### src/rtl/vfp_config_sequencer.sv
// AXI4-Lite master that replays an (address, data) table into the VFP config space.
// Define VFP_CFG_READBACK_EN to read back and compare each entry after its write.
module vfp_config_sequencer #(
  parameter int ADDR_WIDTH     = 8,
  parameter int DATA_WIDTH     = 32,
  parameter int TBL_DEPTH      = 16,
  parameter int TBL_AW         = 4,
  parameter int TIMEOUT_CYCLES = 256
) (
  input  logic                    clk,
  input  logic                    reset,
  input  logic                    tbl_we,
  input  logic [TBL_AW-1:0]       tbl_idx,
  input  logic [ADDR_WIDTH-1:0]   tbl_addr,
  input  logic [DATA_WIDTH-1:0]   tbl_data,
  input  logic [TBL_AW:0]         num_entries,
  input  logic                    sync_frame,
  input  logic                    eof,
  input  logic                    start,
  output logic                    busy,
  output logic                    done,
  output logic                    error,
  output logic [TBL_AW-1:0]       err_idx,
  output logic [ADDR_WIDTH-1:0]   awaddr,
  output logic [2:0]              awprot,
  output logic                    awvalid,
  input  logic                    awready,
  output logic [DATA_WIDTH-1:0]   wdata,
  output logic [DATA_WIDTH/8-1:0] wstrb,
  output logic                    wvalid,
  input  logic                    wready,
  input  logic [1:0]              bresp,
  input  logic                    bvalid,
  output logic                    bready,
  output logic [ADDR_WIDTH-1:0]   araddr,
  output logic [2:0]              arprot,
  output logic                    arvalid,
  input  logic                    arready,
  input  logic [DATA_WIDTH-1:0]   rdata,
  input  logic [1:0]              rresp,
  input  logic                    rvalid,
  output logic                    rready
);

  localparam int TMO_W = $clog2(TIMEOUT_CYCLES + 1);

  typedef enum logic [2:0] {
    IDLE,
    WAIT_EOF,
    WR_REQ,
    WR_RESP,
`ifdef VFP_CFG_READBACK_EN
    RD_REQ,
    RD_RESP,
`endif
    NEXT,
    FINISH
  } state_t;

  logic [ADDR_WIDTH-1:0] tbl_addr_mem [TBL_DEPTH];
  logic [DATA_WIDTH-1:0] tbl_data_mem [TBL_DEPTH];

  state_t                state_q, state_d;
  logic [TBL_AW-1:0]     idx_q, idx_d;
  logic [TBL_AW:0]       num_q, num_d;
  logic [ADDR_WIDTH-1:0] awaddr_q, awaddr_d;
  logic [DATA_WIDTH-1:0] wdata_q, wdata_d;
  logic                  awvalid_q, awvalid_d;
  logic                  wvalid_q, wvalid_d;
  logic                  aw_done_q, aw_done_d;
  logic                  w_done_q, w_done_d;
  logic                  arvalid_q, arvalid_d;
  logic [TMO_W-1:0]      tmo_q, tmo_d;
  logic                  error_q, error_d;
  logic [TBL_AW-1:0]     err_idx_q, err_idx_d;

  logic                  timed;
  logic                  tmo_hit;
  logic                  fail;
  logic                  issue;
  logic [TBL_AW-1:0]     issue_idx;

  always_ff @(posedge clk) begin
    if (tbl_we) begin
      tbl_addr_mem[tbl_idx] <= tbl_addr;
      tbl_data_mem[tbl_idx] <= tbl_data;
    end
  end

  always_comb begin
    state_d   = state_q;
    idx_d     = idx_q;
    num_d     = num_q;
    awaddr_d  = awaddr_q;
    wdata_d   = wdata_q;
    awvalid_d = awvalid_q;
    wvalid_d  = wvalid_q;
    aw_done_d = aw_done_q;
    w_done_d  = w_done_q;
    arvalid_d = arvalid_q;
    error_d   = error_q;
    err_idx_d = err_idx_q;
    fail      = 1'b0;
    issue     = 1'b0;
    issue_idx = idx_q;

    timed = (state_q == WR_REQ) || (state_q == WR_RESP);
`ifdef VFP_CFG_READBACK_EN
    timed = timed || (state_q == RD_REQ) || (state_q == RD_RESP);
`endif
    tmo_hit = timed && (tmo_q == TMO_W'(TIMEOUT_CYCLES - 1));

    case (state_q)
      IDLE: begin
        if (start) begin
          if (num_entries == '0) begin
            state_d = FINISH;
          end else begin
            error_d   = 1'b0;
            err_idx_d = '0;
            num_d     = num_entries;
            if (sync_frame) begin
              state_d = WAIT_EOF;
            end else begin
              issue     = 1'b1;
              issue_idx = '0;
              state_d   = WR_REQ;
            end
          end
        end
      end
      WAIT_EOF: begin
        if (eof) begin
          issue     = 1'b1;
          issue_idx = '0;
          state_d   = WR_REQ;
        end
      end
      WR_REQ: begin
        if (tmo_hit) begin
          fail = 1'b1;
        end else begin
          if (awvalid_q && awready) begin
            awvalid_d = 1'b0;
            aw_done_d = 1'b1;
          end
          if (wvalid_q && wready) begin
            wvalid_d = 1'b0;
            w_done_d = 1'b1;
          end
          // Both handshakes are seen from the registered flags, so simultaneous acceptance works too.
          if (aw_done_q && w_done_q) begin
            state_d = WR_RESP;
          end
        end
      end
      WR_RESP: begin
        if (tmo_hit) begin
          fail = 1'b1;
        end else if (bvalid) begin
          if (bresp != 2'b00) begin
            fail = 1'b1;
          end else begin
`ifdef VFP_CFG_READBACK_EN
            arvalid_d = 1'b1;
            state_d   = RD_REQ;
`else
            state_d   = NEXT;
`endif
          end
        end
      end
`ifdef VFP_CFG_READBACK_EN
      RD_REQ: begin
        if (tmo_hit) begin
          fail = 1'b1;
        end else if (arready) begin
          arvalid_d = 1'b0;
          state_d   = RD_RESP;
        end
      end
      RD_RESP: begin
        if (tmo_hit) begin
          fail = 1'b1;
        end else if (rvalid) begin
          if ((rresp != 2'b00) || (rdata != wdata_q)) begin
            fail = 1'b1;
          end else begin
            state_d = NEXT;
          end
        end
      end
`endif
      NEXT: begin
        if ({1'b0, idx_q} == (num_q - 1'b1)) begin
          state_d = FINISH;
        end else begin
          issue     = 1'b1;
          issue_idx = idx_q + 1'b1;
          state_d   = WR_REQ;
        end
      end
      FINISH: begin
        state_d = IDLE;
      end
      default: begin
        state_d = IDLE;
      end
    endcase

    if (fail) begin
      error_d   = 1'b1;
      err_idx_d = idx_q;
      awvalid_d = 1'b0;
      wvalid_d  = 1'b0;
      arvalid_d = 1'b0;
      state_d   = FINISH;
    end

    // The address/data registers act as the table's registered read port.
    if (issue) begin
      idx_d     = issue_idx;
      awaddr_d  = tbl_addr_mem[issue_idx];
      wdata_d   = tbl_data_mem[issue_idx];
      awvalid_d = 1'b1;
      wvalid_d  = 1'b1;
      aw_done_d = 1'b0;
      w_done_d  = 1'b0;
    end

    tmo_d = '0;
    if (timed && (state_d == state_q)) begin
      tmo_d = tmo_q + 1'b1;
    end
  end

  always_ff @(posedge clk) begin
    if (reset) begin
      state_q   <= IDLE;
      idx_q     <= '0;
      num_q     <= '0;
      awaddr_q  <= '0;
      wdata_q   <= '0;
      awvalid_q <= 1'b0;
      wvalid_q  <= 1'b0;
      aw_done_q <= 1'b0;
      w_done_q  <= 1'b0;
      arvalid_q <= 1'b0;
      tmo_q     <= '0;
      error_q   <= 1'b0;
      err_idx_q <= '0;
    end else begin
      state_q   <= state_d;
      idx_q     <= idx_d;
      num_q     <= num_d;
      awaddr_q  <= awaddr_d;
      wdata_q   <= wdata_d;
      awvalid_q <= awvalid_d;
      wvalid_q  <= wvalid_d;
      aw_done_q <= aw_done_d;
      w_done_q  <= w_done_d;
      arvalid_q <= arvalid_d;
      tmo_q     <= tmo_d;
      error_q   <= error_d;
      err_idx_q <= err_idx_d;
    end
  end

  assign busy    = (state_q != IDLE) && (state_q != FINISH);
  assign done    = (state_q == FINISH);
  assign error   = error_q;
  assign err_idx = err_idx_q;
  assign awaddr  = awaddr_q;
  assign awprot  = 3'b000;
  assign awvalid = awvalid_q;
  assign wdata   = wdata_q;
  assign wstrb   = '1;
  assign wvalid  = wvalid_q;
  assign bready  = (state_q == WR_RESP);
  assign araddr  = awaddr_q;
  assign arprot  = 3'b000;

`ifdef VFP_CFG_READBACK_EN
  assign arvalid = arvalid_q;
  assign rready  = (state_q == RD_RESP);
`else
  logic unused_rd;
  assign unused_rd = ^{arready, rvalid, rresp, rdata, arvalid_q};
  assign arvalid   = 1'b0;
  assign rready    = 1'b0;
`endif

endmodule

### config.mk
export PLATFORM = sky130hd
export DESIGN_NAME = vfp_config_sequencer
export DESIGN_NICKNAME = d
export VERILOG_FILES = /design/src/rtl/vfp_config_sequencer.sv
export SDC_FILE = /design/constraint.sdc
export NUM_CORES = 1
export LEC_CHECK = 0
export BUFFER_PORTS_ARGS = -buffer_cell sky130_fd_sc_hd__buf_2
export CAP_MARGIN = 40
export CORE_ASPECT_RATIO = 0.8
export CORE_MARGIN = 1
export CORE_UTILIZATION = 50
export CTS_BUF_LIST = sky130_fd_sc_hd__clkbuf_4 sky130_fd_sc_hd__clkbuf_8
export DETAILED_ROUTE_END_ITERATION = 6
export GPL_ROUTABILITY_DRIVEN = 0
export MAX_ROUTING_LAYER = met4
export PLACE_DENSITY = 0.71
export SYNTH_ARGS = -nofsm -noshare
export SYNTH_HDL_FRONTEND = slang
export SYNTH_SLANG_ARGS = --single-unit
export TNS_END_PERCENT = 10
### constraint.sdc
create_clock -name clk -period 5.58 [get_ports clk]
set_clock_uncertainty 0.05 [all_clocks]
set_input_delay 1.116 -clock clk [delete_from_list [all_inputs] [get_ports clk]]
set_output_delay 1.116 -clock clk [all_outputs]
set_load 0.005 [all_outputs]
======== Word-level counts from Yosys, hierarchy flattened ========
Memories as Yosys holds them, arrays and structs flattened. A register that Yosys moved wholly into a read port is not among the register bits.
Index checks and enable logic that the tools add are counted.
word-level totals
  input port bits ......................... 96
  logic and storage cells ................. 102
  bits in writable memories ............... 640
  output and inout port bits .............. 70
  register bits after elaboration ......... 30
  memories kept ........................... 2
operators by class
  add/sub/neg operators ................... 3
  bitwise operators ....................... 3
  equality and inequality tests ........... 11
  multiplexer cells ....................... 49
  reduce and logical (&&, ||, !) cells .... 24
memories
  name          depth  width  read ports  clocked after Yosys merged registers in  wr ports  line  RTL
  tbl_data_mem  16     32     1           1                                        1         61    logic [DATA_WIDTH-1:0] tbl_data_mem [TBL_DEPTH];
  tbl_addr_mem  16     8      1           1                                        1         60    logic [ADDR_WIDTH-1:0] tbl_addr_mem [TBL_DEPTH];
operators with widths
  kind                   number
  $mux W4                9
  $mux W3                10
  $mux W1                25
  $reduce_and A3 Y1      6
  $pmux W3 S5            1
  $pmux W4 S3            1
  $reduce_bool A3 Y1     4
  $add A9 B1 Y9 const B  1
  $eq A9 B8 Y1 const B   1
  $eq A3 B2 Y1 const B   2
  $eq A3 B3 Y1 const B   2
  $logic_and A1 B1 Y1    6
  $reduce_bool A2 Y1     3
  $eq A4 B5 Y1           1
  $logic_not A5 Y1       1
  $sub A5 B1 Y5 const B  1
  $add A4 B1 Y4 const B  1
  $reduce_or A2 Y1       2
  $eq A3 B1 Y1 const B   1
  $eq A3 B3 Y1           1
  $logic_not A3 Y1       1
  $ne A3 B1 Y1 const B   1
  $ne A3 B3 Y1 const B   1
  $not A1 Y1             3
  5 further kinds        5

======== Logic depth before layout (Yosys ltp) ========
Gate-level depths: netlist of run 1.
  depth after elaboration ................. 10
  depth in mapped cells ................... 14
  depth with buffers taken out ............ 12

======== Worst setup path before layout of run 1 ========
OpenSTA, ideal clock, no wires.
  kind .................................... input to register
  start point ............................. in tbl_idx[3]
  end point ............................... mem tbl_addr_mem[0][0], enable pin
  stages .................................. 2
  arrival ................................. 4.371 ns
  setup slack ............................. 0.672 ns
  cells stage by stage .................... or3b_2 nor3_1
RTL lines
  what                line  RTL
  start: declaration  13    input logic [TBL_AW-1:0] tbl_idx,
  end: declaration    60
Straight into the memory's write port.

======== Worst setup path in the final report of run 1 ========
  start point ............................. reg num_q[0]
  end point ............................... reg wdata_q[15], in the netlist wdata[15], read port of tbl_data_mem
between the ends
  word-level cells in the longest chain between the ends .. 4
  elaborated cells on any way between the ends .. 6
RTL lines
  what                                               line  RTL
  start: declaration                                 65    logic [TBL_AW:0] num_q, num_d;
  start signal: assignment                           255   num_q <= num_d;
  $sub A5 B1 Y5 *                                    195   if ({1'b0, idx_q} == (num_q - 1'b1)) begin
  $eq A4 B5 Y1 *                                     195
  $mux W4 / $mux W1 (equally long branches)          195
  $pmux W4 S3 / $pmux W1 S3 (equally long branches)  113   case (state_q)
  end: declaration                                   67    logic [DATA_WIDTH-1:0] wdata_q, wdata_d;
Every way passes the cells marked *; elsewhere a longest branch is shown, timed or not.
A chain may end at the register's enable or synchronous reset.

==> impl_metrics.ini, run 1 <==
[pwr]
ir_drop_v = 0.0001548
power_uw = 10890
cellLeakagePower_uw = 0.01141
power_density_mw_per_mm2 = 333.2

[routing]
dr.pass1.iters = 5
wl_per_cell_um = 21.90
drt_iter0_markers = 1432
viasPerCell = 5.614
drc = 0
ant_nets = 0
via_count = 16624
wl_um = 64860

[clocking]
htreeDepth = 3
cts_hold_buf = 0
post_cts_resized = 0
cts_tree = done
clock_path_buffers = 3
cts_setup_buffers = 0
clk_latency_ps = 690
cts_sinks = 710
root_buffer = clkbuf_8
clk_pin_slew_ps = 60
cts_buffers = 105

[critical_path]
critPathKind = flop to flop
cp_slowest_cell = buf_4
rr_worst_depth = 12
path_common_cell = buf_4
worst-path-max-fanout = 26
critPathLaunchType = flop
cp_cell_sequence = inv_1 -> ha_1 -> o21ba_1 -> a221oi_2 -> o211a_1 -> o21ai_1 -> a31oi_4 -> buf_4 -> nor3b_4 -> buf_4 -> a21boi_0 -> a2111oi_2
slowest_delay_ps = 590
required_ps = 6110
worst-endpoint-arrival_ps = 4540
cp-end-kind = flop

[sta]
rsz0062_at_grt = false
fmax_mhz = 249.7
setup_viol = 0
setup_tns_ps = 0
fin_crit_ps = 4004
drv_slew = 0
min_period_over_period = 0.7176
relSlewSlack = 0.4243
worst_pin_slew_ps = 863.6
finalHoldViolations = 0

[logic_synthesis]
synth_top_family_by_area = multiplexers
synth-xor-area-share = 0.003631
synthSimpleGateAreaFrac = 0.09225
synth_largest_area_cell = edfxtp_1
ys_seq_elements = 710
synth-compound-area-share = 0.06177
ys_seq_area_frac = 0.7124
yosys_warnings = 0
synth_common_cells = edfxtp_1 (640), nand2_1 (336), mux2i_1 (282)
synth_top_cell_area_share = 0.6640
syn_inst = 1957
synth_area_leaders = edfxtp_1 (66%), mux2i_1 (9.8%), dfxtp_1 (4.8%)
synth_most_common_cell = edfxtp_1
async_reset_ff_frac = 0
syn_area_mm2 = 0.02894
synth-edff-count = 640
synth.avg_cell_area_um2 = 14.79
yosysUniqueCellTypes = 57
synth_flop_cell = edfxtp_1
yosys.area_share.adder = 0.001729
synthMuxAreaShare = 0.09752

[outcome]
outcome = finished, final reports clean

[global_routing]
grt_pass1_wl_um = 98550
grtUsageTotal = 0.2290
antenna_found_initial = 6
grt_max_degree = 135
grt_overflow_total = 0
grt_pass1_vias = 16490

[floorplanning]
dieArea_mm2 = 0.05886
rows = 78
die_w_um = 271
design.core.area_mm2 = 0.05690
start_util = 0.5087
io_pins = 166
die_y_um = 217.2

[job]
cap_violations = 0

[final_layout]
drive_above_1_share = 0.1904
regArea_mm2 = 0.02062
stdcell_count = 2961
nFillCells = 4375
multiInputGateArea_mm2 = 0.007645
nets = 2206
area_growth_pct = 12.95

[hold_path]
hold_depth = 1
hp-class = flop to flop

[placement]
io_buffers = 117
placed_cells = 2759
dpl.hpwl_um = 35270
==> state kept, by name, summed over array words and instances, names as in the netlist, 3 cells and up <==
register	count
wdata	32
araddr	8
tmo_q	9
tbl_addr_mem	128
err_idx	4
idx_q	4
num_q	5
tbl_data_mem	512
state_q	3
==> cell usage in the layout (no fill, tap or decap), types with 8 or more instances in the layout <==
cell / count
a2111oi_2: 39
a21boi_0: 27
a21boi_1: 51
buf_12: 9
buf_2: 117
buf_4: 36
clkbuf_4: 48
clkbuf_8: 118
clkinv_1: 15
conb_1: 12
dfxtp_1: 70
edfxtp_1: 640
mux2i_1: 282
nand2_1: 336
nand3_1: 167
nor2_1: 41
nor2_4: 12
o21bai_1: 40
xnor2_1: 8
==> critical path, delay by kind of cell (launching register included) <==
family / cells / cell delay, ps
and+or+nand+nor: 1 / 80
adders and majority gates: 1 / 250
AOI/OAI and AO/OA: 7 / 2090
DFF: 1 / 430
buffers and inverters: 3 / 940
==> final cells by class <==
cell class                      instances  share of cell area
Sequential cell                       710              0.6307
Multi-Input combinational cell       1116              0.2338
Clock buffer                          166             0.06070
Timing Repair Buffer                  168             0.03674
Tap cell                              760             0.02909
Clock inverter                         30            0.007846
Inverter                                5           0.0005741
Antenna cell                            6           0.0004593
==> final timing paths <==
path / startpoint / slack [ps] / end
max: num_q[0]$_SDFFE_PP0P_ / 1580 / wdata[15]$_SDFFE_PP0P_
min: tmo_q[0]$_SDFF_PP0_ / 420 / tmo_q[0]$_SDFF_PP0_
max reg2reg: num_q[0]$_SDFFE_PP0P_ / 1580 / wdata[15]$_SDFFE_PP0P_
min reg2reg: tmo_q[0]$_SDFF_PP0_ / 420 / tmo_q[0]$_SDFF_PP0_
==> metal layers <==
metal | share of wire | global-route usage
met1 | 0.45 | 0.3181
met2 | 0.46 | 0.3431
met3 | 0.073 | 0.04899
met4 | 0.017 | 0.06102
met5 | 0 | -
==> report_power, final <==
| part | switching [µW] | internal (µW) | total [µW] |
|---|---|---|---|
| combinational | 331 | 176 | 507 |
| sequential | 70.2 | 5940 | 6010 |
| clock | 1940 | 2440 | 4380 |
==> kinds of logic after synthesis <==
kind of cell | count (synthesis)
and+or+nand+nor | 610
muxes | 282
adders and majority gates | 4
AOI/OAI and AO/OA | 196
buffers and inverters | 141
other | 2
xor gates and xnor gates | 12
DFF | 710
==> stage by stage <==
stage	instance area, µm²	hold WS (ps)	worst slack [ps]	util
final	32690	416.2	1576	0.5746
after global routing	32690	454.1	1309	0.5745
after CTS	32680	419.1	1575	0.5743
after detailed placement	30440	406.0	1525	0.5349
after global placement	30210	391.0	1362	0.5310
after floorplan	28980	376.4	672.1	-
No activity file was read; power rests on OpenSTA's default activity.
==> inputs of run 2 (changes only) <==
--- a/config.mk
+++ b/config.mk
@@ -14,7 +14,7 @@
 export DETAILED_ROUTE_END_ITERATION = 6
 export GPL_ROUTABILITY_DRIVEN = 0
 export MAX_ROUTING_LAYER = met4
-export PLACE_DENSITY = 0.71
+export PLACE_DENSITY = 0.74
 export SYNTH_ARGS = -nofsm -noshare
 export SYNTH_HDL_FRONTEND = slang
 export SYNTH_SLANG_ARGS = --single-unit
==> constraint.sdc (replaced) <==
create_clock -name clk -period 3.5 [get_ports clk]
set_clock_uncertainty 0.05 [all_clocks]
set_input_delay 0.7 -clock clk [delete_from_list [all_inputs] [get_ports clk]]
set_output_delay 0.7 -clock clk [all_outputs]
set_load 0.005 [all_outputs]
==> run 2 against run 1 <==
Cell area increased by 1.0%. Global-route usage is essentially flat. Total power increased by 60%. Critical path depth decreased by 2. Routed wire length rose by 0.53%. Setup slack lost 1400 ps.
==> impl_metrics.ini, run 2 (synthesis gave the netlist of run 1 again) <==
[outcome]
outcome = finished, final reports clean

[final_layout]
final_cell_mix = edfxtp_1 (640), nand2_1 (336), mux2i_1 (282), nand3_1 (167), buf_2 (117)
top_register = tbl_data_mem
drive_above_1_share = 0.1955
multiInputGateArea_mm2 = 0.007651
largest_reg_flops = 512
final_common_cell = edfxtp_1
nets = 2225
fin_area_mm2 = 0.03303
area_growth_pct = 14.12
regArea_mm2 = 0.02062
nFillCells = 4237

[critical_path]
r2r-start = num_q[1]$_SDFFE_PP0P_
crit_path_start = num_q[1]$_SDFFE_PP0P_
rr_worst_depth = 10
path_common_cell = mux2i_1
cp-end-kind = flop
cp.depth = 10
slowest_delay_ps = 440
critPathKind = flop to flop
critPathTopFamily = compound AO/OA/AOI/OAI gates
required_ps = 4040
worst-endpoint-arrival_ps = 3900
cp_slowest_cell = a2111oi_2
cp_cell_sequence = inv_1 -> ha_1 -> o21ba_1 -> a221oi_2 -> o211a_1 -> o211a_4 -> buf_12 -> mux2i_1 -> mux2i_1 -> a2111oi_2
critPathLaunchType = flop
worst-path-max-fanout = 41
cp_num_buf_inv = 2
rr_endpoint = wdata[11]$_SDFFE_PP0P_
r2r_slack_ps = 150

[pwr]
pwr-share-comb = 0.047
power_uw = 17410
p_seq_frac = 0.550
switching_power_uw = 3758
switching_share = 0.2158
cellLeakagePower_uw = 0.01156
ir_drop_v = 0.0002853
power_density_mw_per_mm2 = 527.2
power.internal_uw = 13660
pwr-share-clk = 0.403

[routing]
drc = 0
viasPerCell = 5.645
via_count = 16793
wl_per_cell_um = 21.92
ant_nets = 0
wl_um = 65200
dr.pass1.iters = 5
drt_iter0_markers = 1449

[floorplanning]
dieArea_mm2 = 0.05886
io_pins = 166
design.core.area_mm2 = 0.05690
start_util = 0.5087
rows = 78
die_w_um = 271
die_y_um = 217.2

[sta]
relSlewSlack = 0.4763
min_period_over_period = 0.9581
setup_tns_ps = 0
setup_ws_ps = 146.6
worst_pin_slew_ps = 785.6
fmax_mhz = 298.2
fin_crit_ps = 3353
finalHoldViolations = 0
fin_hold_ws_ps = 207.6
drv_slew = 0
setup_viol = 0

[hold_path]
hp-class = input pin to flop
min_from = num_entries[1]
hold_depth = 3
hold_end = num_q[1]$_SDFFE_PP0P_

[clocking]
clk_latency_ps = 710
cts_buffers = 105
clock_path_buffers = 3
root_buffer = clkbuf_8
post_cts_resized = 0
cts_hold_buf = 0
clk_pin_slew_ps = 60
cts_sinks = 710
htreeDepth = 3
cts_tree = done
cts_setup_buffers = 0

[global_routing]
antenna_found_initial = 4
grt_pass1_wl_um = 98210
grt_overflow_total = 0
grtUsageTotal = 0.2287
grt_pass1_vias = 16674
grt_max_degree = 70

[job]
cap_violations = 0

[placement]
placed_area_mm2 = 0.03078
dpl.hpwl_um = 34790
dp_slack_ps = -46.00
io_buffers = 117
[run 2: changes by cell type in the layout (fill, tap and decap cells not counted), moves of 2 or more]
cell,previous run,this run
clkbuf_4,48,42
bufinv_16,4,6
clkinv_2,6,9
clkinvlp_4,3,0
buf_12,9,33
clkbuf_8,118,114
buf_16,6,1
[run 2: how the worst max path moves through the flow]
stage	to	slack [ps]
global route	wdata[11]$_SDFFE_PP0P_	-20
floorplan	tbl_addr_mem[4][0]$_DFFE_PP_	-690
finish	wdata[11]$_SDFFE_PP0P_	150
detailed placement	wdata[11]$_SDFFE_PP0P_	-50
global placement	wdata[0]$_SDFFE_PP0P_	130
CTS	wdata[11]$_SDFFE_PP0P_	110
[run 2: layer usage]
metal	routed length (µm)	GRT usage	vias up	part of all wire
met4	1218	0.06761	0	0.019
met3	4780	0.04502	108	0.073
li1	-	-	7658	-
met5	0	-	-	0
met1	28480	0.3103	8404	0.44
met2	30720	0.3513	623	0.47
[run 2: power groups by stage]
stage               Combinational, µW  Clock (µW)  Sequential (µW)
finish                            824        7010             9580
global route                      896        7530             9590
CTS                               828        7140             9580
detailed placement                826           0             9750
global placement                  782           0             9740
floorplan                         447           0             9720
[run 2: final cells by class]
class                   instances  area share
clock buffers                 156     0.05705
well taps                     760     0.02879
multi-input cells            1116      0.2316
flip-flops and latches        710      0.6243
clock inverters                36     0.01057
repair buffers                187     0.04674
inverters                       5   0.0005682
diodes                          5   0.0003788
[run 2: worst min-delay path, stage by stage]
cell,delay (ps)
buf_2,90
mux2i_1,60
nor2_1,70
[run 2: metrics by stage]
step / util / std cells
2_1_floorplan: - / 1967
3_3_place_gp: 0.5404 / 2776
3_5_place_dp: 0.5409 / 2777
4_1_cts: 0.5802 / 2969
5_1_grt: 0.5804 / 2973
6_report: 0.5805 / 2975
